$ cat src/rtl/pipelined_cla_adder.sv
// Two-stage pipelined carry-lookahead adder/subtractor (4-bit groups, flat lookahead across groups).
// Latency 2 cycles from accept to out_valid; one result per cycle when out_ready is held high.
// Backpressure: valid/ready per stage; a full stall holds 2 beats, and in_ready depends only on stage state and out_ready.
//
// Ports:
//   clk, rst_n          clock (rising edge), asynchronous active-low reset
//   in_valid/in_ready   operand handshake; a, b, cin, sub sampled on accept
//   out_valid/out_ready result handshake; sum, cout, ovf held stable while stalled
//   sub=1 computes a + ~b + 1 (cin ignored); cout=1 then means no borrow
module pipelined_cla_adder #(
    parameter int WIDTH = 16,
    parameter int GROUP = 4
) (
    input  logic             clk,
    input  logic             rst_n,
    input  logic             in_valid,
    output logic             in_ready,
    input  logic [WIDTH-1:0] a,
    input  logic [WIDTH-1:0] b,
    input  logic             cin,
    input  logic             sub,
    output logic             out_valid,
    input  logic             out_ready,
    output logic [WIDTH-1:0] sum,
    output logic             cout,
    output logic             ovf
);

    localparam int NG = WIDTH / 4;

    // Group size is hard-wired into the lookahead equations below.
    if (GROUP != 4) begin : g_bad_group
        $error("pipelined_cla_adder: GROUP must be 4");
    end
    if ((WIDTH % 4) != 0 || WIDTH < 4 || WIDTH > 64) begin : g_bad_width
        $error("pipelined_cla_adder: WIDTH must be a multiple of 4 in 4..64");
    end

    // ---------------- handshake ----------------
    logic w_s1_load;
    logic w_s2_load;
    logic r_s1_vld;
    logic r_s2_vld;

    assign w_s2_load = !r_s2_vld || out_ready;
    assign w_s1_load = !r_s1_vld || w_s2_load;
    assign in_ready  = w_s1_load;
    assign out_valid = r_s2_vld;

    // ---------------- stage 1 ----------------
    logic [WIDTH-1:0] r_s1_a;
    logic [WIDTH-1:0] r_s1_b;
    logic             r_s1_cin;
    logic             r_s1_sa;
    logic             r_s1_sb;
    logic [WIDTH-1:0] w_b_eff;

    assign w_b_eff = b ^ {WIDTH{sub}};

    always_ff @(posedge clk or negedge rst_n) begin
        if (!rst_n) begin
            r_s1_vld <= 1'b0;
        end else if (w_s1_load) begin
            r_s1_vld <= in_valid;
        end
    end

    // Operand registers are qualified by r_s1_vld, so they need no reset.
    always_ff @(posedge clk) begin
        if (in_valid && w_s1_load) begin
            r_s1_a   <= a;
            r_s1_b   <= w_b_eff;
            r_s1_cin <= sub ? 1'b1 : cin;
            r_s1_sa  <= a[WIDTH-1];
            r_s1_sb  <= w_b_eff[WIDTH-1];
        end
    end

    // ---------------- carry lookahead ----------------
    logic [WIDTH-1:0] w_p;
    logic [WIDTH-1:0] w_g;
    logic [NG-1:0]    w_gp;
    logic [NG-1:0]    w_gg;
    logic [NG:0]      w_cg;    // w_cg[k] = carry into group k, w_cg[NG] = carry out
    logic [WIDTH-1:0] w_c;     // carry into each bit
    logic [WIDTH-1:0] w_sum;
    logic             w_ovf;
    logic             v_acc;
    logic             v_prod;

    always_comb begin
        w_p    = r_s1_a ^ r_s1_b;
        w_g    = r_s1_a & r_s1_b;
        w_gp   = '0;
        w_gg   = '0;
        w_cg   = '0;
        w_c    = '0;
        w_sum  = '0;
        v_acc  = 1'b0;
        v_prod = 1'b1;

        for (int k = 0; k < NG; k++) begin
            w_gp[k] = &w_p[4*k +: 4];
            w_gg[k] = w_g[4*k+3]
                    | (w_p[4*k+3] & w_g[4*k+2])
                    | (w_p[4*k+3] & w_p[4*k+2] & w_g[4*k+1])
                    | ((&w_p[4*k+1 +: 3]) & w_g[4*k]);
        end

        // Each group carry is a flat sum of products of group G/P terms and c0;
        // the loop unrolls into independent expressions, never c[k-1] -> c[k].
        w_cg[0] = r_s1_cin;
        for (int k = 1; k <= NG; k++) begin
            v_acc  = 1'b0;
            v_prod = 1'b1;
            for (int j = k - 1; j >= 0; j--) begin
                v_acc  = v_acc | (w_gg[j] & v_prod);
                v_prod = v_prod & w_gp[j];
            end
            w_cg[k] = v_acc | (v_prod & r_s1_cin);
        end

        // Bit carries inside a group, looked ahead from that group's carry-in.
        for (int k = 0; k < NG; k++) begin
            for (int m = 0; m < 4; m++) begin
                v_acc  = 1'b0;
                v_prod = 1'b1;
                for (int j = m - 1; j >= 0; j--) begin
                    v_acc  = v_acc | (w_g[4*k+j] & v_prod);
                    v_prod = v_prod & w_p[4*k+j];
                end
                w_c[4*k+m] = v_acc | (v_prod & w_cg[k]);
            end
        end

        w_sum = w_p ^ w_c;
        // MSB sum bit formed from the registered sign bits (same value as w_p[MSB]).
        w_sum[WIDTH-1] = r_s1_sa ^ r_s1_sb ^ w_c[WIDTH-1];
    end

    assign w_ovf = w_c[WIDTH-1] ^ w_cg[NG];

    // ---------------- stage 2 ----------------
    logic [WIDTH-1:0] r_sum;
    logic             r_cout;
    logic             r_ovf;

    always_ff @(posedge clk or negedge rst_n) begin
        if (!rst_n) begin
            r_s2_vld <= 1'b0;
            r_sum    <= '0;
            r_cout   <= 1'b0;
            r_ovf    <= 1'b0;
        end else if (w_s2_load) begin
            r_s2_vld <= r_s1_vld;
            if (r_s1_vld) begin
                r_sum  <= w_sum;
                r_cout <= w_cg[NG];
                r_ovf  <= w_ovf;
            end
        end
    end

    assign sum  = r_sum;
    assign cout = r_cout;
    assign ovf  = r_ovf;

endmodule

$ cat config.mk
export PLATFORM = sky130hd
export DESIGN_NAME = pipelined_cla_adder
export DESIGN_NICKNAME = d
export VERILOG_FILES = /design/src/rtl/pipelined_cla_adder.sv
export SDC_FILE = /design/constraint.sdc
export NUM_CORES = 1
export LEC_CHECK = 0
export ABC_AREA = 1
export CAP_MARGIN = 30
export CELL_PAD_IN_SITES_DETAIL_PLACEMENT = 1
export CELL_PAD_IN_SITES_GLOBAL_PLACEMENT = 1
export CORE_ASPECT_RATIO = 1.25
export CORE_MARGIN = 5
export CORE_UTILIZATION = 42
export DETAILED_ROUTE_END_ITERATION = 10
export HOLD_SLACK_MARGIN = 0.15
export PLACE_DENSITY_LB_ADDON = 0.1
export SLEW_MARGIN = 20
export SYNTH_ARGS = -nofsm -noshare
export SYNTH_HDL_FRONTEND = slang
export SYNTH_SLANG_ARGS = --single-unit
$ cat constraint.sdc
create_clock -name clk -period 4.02 [get_ports clk]
set_clock_uncertainty 0.2 [all_clocks]
set_input_delay 0.804 -clock clk [delete_from_list [all_inputs] [get_ports clk]]
set_output_delay 0.804 -clock clk [all_outputs]
set_load 0.01 [all_outputs]
==> results.py <==
metrics = {
    "sta": {
        "finalHoldViolCount": 0,
        "slew_violations": 0,
        "tns_ns": 0,
        "finalSetupViolations": 0,
        "layout_min_cycle_time_ns": 2.96,
        "min_period_over_period": 0.736,
        "max_freq_mhz": 338,
        "tightest_slew_ns": 0.896,
        "rsz0062_at_grt": "no",
        "relSlewSlack": 0.400,
    },
    "worst_setup_path": {
        "critPathTopFamily": "buffers and inverters",
        "cp_num_buf_inv": 3,
        "critPathMaxFanout": 3,
        "path_class": "input port to output pin",
        "crit_slowest_cell": "clkdlybuf4s50_1",
        "path_cells": "clkdlybuf4s50_1, inv_1, nand3_1, clkdlybuf4s50_1",
        "cpPeakStageDelay_ns": 0.55,
        "arrival_ns": 1.96,
        "critPathLaunchType": "input port",
        "cp-end-kind": "output pin",
        "required_ns": 3.02,
        "path_common_cell": "clkdlybuf4s50_1",
    },
    "grt": {
        "met1_usage": 0.182,
        "grtUsageTotal": 0.154,
        "grt-busiest-layer": "met2",
        "grtUsageMet2": 0.275,
        "grt_pass1_wl_um": 9760,
        "grt_remaining_overflow": 0,
        "grt_pass1_vias": 2111,
        "grt_max_degree": 34,
        "met3_usage": 0.0286,
        "antenna_found_initial": 0,
    },
    "floorplanning": {
        "die_area_sq_mm": 0.00831,
        "die_y_um": 101,
        "io_pins": 58,
        "core_sq_mm": 0.00648,
        "num_rows": 33,
        "die_x_um": 82.6,
        "start_util": 0.426,
    },
    "clock_network": {
        "cts_tree": "built",
        "clock-root-buffer": "clkbuf_8",
        "clock_latency_ns": 0.30,
        "cts_max_level": 2,
        "clk_pin_slew_ns": 0.09,
        "cts_sinks": 53,
        "cts_buffers": 5,
        "cts_resized": 0,
        "clockBufferDepth": 2,
        "cts_setup_buffers": 0,
        "cts_hold_buf": 0,
    },
    "route": {
        "drtIter0Drc": 36,
        "postRouteAntennaNets": 0,
        "wire_per_inst_um": 13.6,
        "drc": 0,
        "vias": 2016,
        "vias_per_cell": 4.77,
        "drt_pass1_iterations": 4,
        "wl_um": 5740,
    },
    "synth": {
        "synthXorXnorAreaFrac": 0.0634,
        "synth_top_family_by_area": "simple AND/OR/NAND/NOR gates",
        "synthMuxAreaShare": 0,
        "synthAdderAreaFrac": 0.101,
        "synth_area_leaders": "edfxtp_1, dfrtp_1, nand2_1, ha_1, xor2_1",
        "synth-simple-area-share": 0.199,
        "synth_flop_cell": "edfxtp_1",
        "ys_seq_area_frac": 0.540,
        "synth_most_common_cell": "nand2_1",
        "synth_fp_nets": 331,
        "synthTopCellsByCount": "nand2_1, edfxtp_1, inv_1, dfrtp_1, xor2_1",
        "synth_compound_area_frac": 0.0480,
        "synth_edf_count": 33,
        "synth_area_per_cell_sq_um": 10.1,
        "ys_warn_count": 0,
        "yosys_register_bits": 53,
        "synthCells": 273,
        "synth_top_area_frac": 0.359,
        "ys_async_sr_fraction": 0.377,
        "yosysTopAreaCell": "edfxtp_1",
        "yosysUniqueCellTypes": 32,
        "syn-cell-area_sq_mm": 0.00276,
    },
    "finish": {
        "nFillCells": 739,
        "num_antenna_cells": 0,
        "drive_gt1_frac": 0.0714,
        "fin_nets": 393,
        "instances_no_fill": 423,
        "syn2layout_area_growth_pct": 27.5,
    },
    "run": {
        "drv_cap": 0,
    },
    "power": {
        "leakage_uw": 0.00155,
        "vdd_drop_max_mv": 0.184,
        "power-per-cell-area_mw_per_mm2": 445,
    },
    "place": {
        "gp_congestion": 0.795,
        "dp_hpwl_um": 4600,
        "dpl.cell_count": 414,
        "portBuffers": 57,
    },
    "min_path": {
        "hp-class": "register to register",
    },
    "status": {
        "status": "finished clean",
    },
}
-- worst reg2reg max path: cells and delay by family (launching register included) --
family / cells / cell delay, ns
adder cells (fa/ha/maj): 2 / 0.78
AO/OA/AOI/OAI: 2 / 0.39
flip-flops: 1 / 0.38
AND/OR/NAND/NOR: 3 / 0.32
XOR/XNOR: 1 / 0.21
-- flip-flops by register name, summed over array words and instances, names as in the netlist --
| name | count |
|---|---|
| sum | 16 |
| r_s1_b | 16 |
| cout | 1 |
| r_s1_cin | 1 |
| ovf | 1 |
| r_s1_a | 16 |
| out_valid | 1 |
| r_s1_vld | 1 |
-- report_power, final --
group          switching (uW)  leakage [uW]  internal, uW
clock                     159     0.0000395           124
combinational             270      0.000947           269
sequential               54.9      0.000560           691
total                     484       0.00155          1080
-- through the flow --
stage	hold slack (ns)	utilization	cell area [sq um]	total power, uW	setup WS, ns
final	0.284	0.544	3520	1570	1.06
after global placement	0.263	0.530	3430	1290	1.05
after detailed placement	0.269	0.530	3430	1310	1.05
after global routing	0.307	0.544	3520	1690	1.01
after floorplan	0.308	-	2760	1030	1.71
after CTS	0.291	0.542	3510	1590	1.05
-- metal layers --
metal	vias up	wire [um]
met4	0	79
met1	949	2410
li1	1017	-
met2	44	2950
met3	6	301
met5	-	0
-- layout by cell type, fill, tap and decap left out, types with 4 or more instances in the layout --
master,count
nor2_1,13
edfxtp_1,33
ha_1,16
nand2_2,10
fa_1,4
nand2_1,71
dfrtp_1,20
o21ai_0,8
xor2_1,18
a21oi_1,8
nand3_1,17
clkdlybuf4s50_1,57
clkbuf_8,5
inv_1,27
-- kinds of logic (layout without fill, tap and decap cells) --
| logic type | after synthesis | count (layout) |
|---|---|---|
| AOI/OAI and AO/OA | 23 | 23 |
| xor gates and xnor gates | 20 | 20 |
| adders and majority gates | 20 | 20 |
| buffers and inverters | 34 | 97 |
| DFF | 53 | 53 |
| and+or+nand+nor | 123 | 123 |
-- path summary, 6_finish.rpt --
kind | startpoint | depth (start not counted) | end | slack [ns]
worst max-delay path | out_ready | 4 | in_ready | 1.06
worst min-delay path | sum[14] | 2 | sum[14] | 0.28
worst max register to register | r_s1_a[3] | 8 | sum[9] | 1.62
worst min register to register | sum[14] | 2 | sum[14] | 0.28
max in group asynchronous | rst_n | 2 | sum[6] | 2.53
min in group asynchronous | rst_n | 1 | ovf | 0.62
-- cell type report --
| cell class | instances | area, sq um | area share |
|---|---|---|---|
| sequential | 53 | 1490 | 0.423 |
| multi-input combinational | 186 | 1140 | 0.323 |
| timing repair buffer | 60 | 597 | 0.169 |
| inverter | 29 | 109 | 0.0309 |
| tap | 87 | 109 | 0.0309 |
| clock buffer | 8 | 80.1 | 0.0227 |
Power figures use the tool's default switching activity.
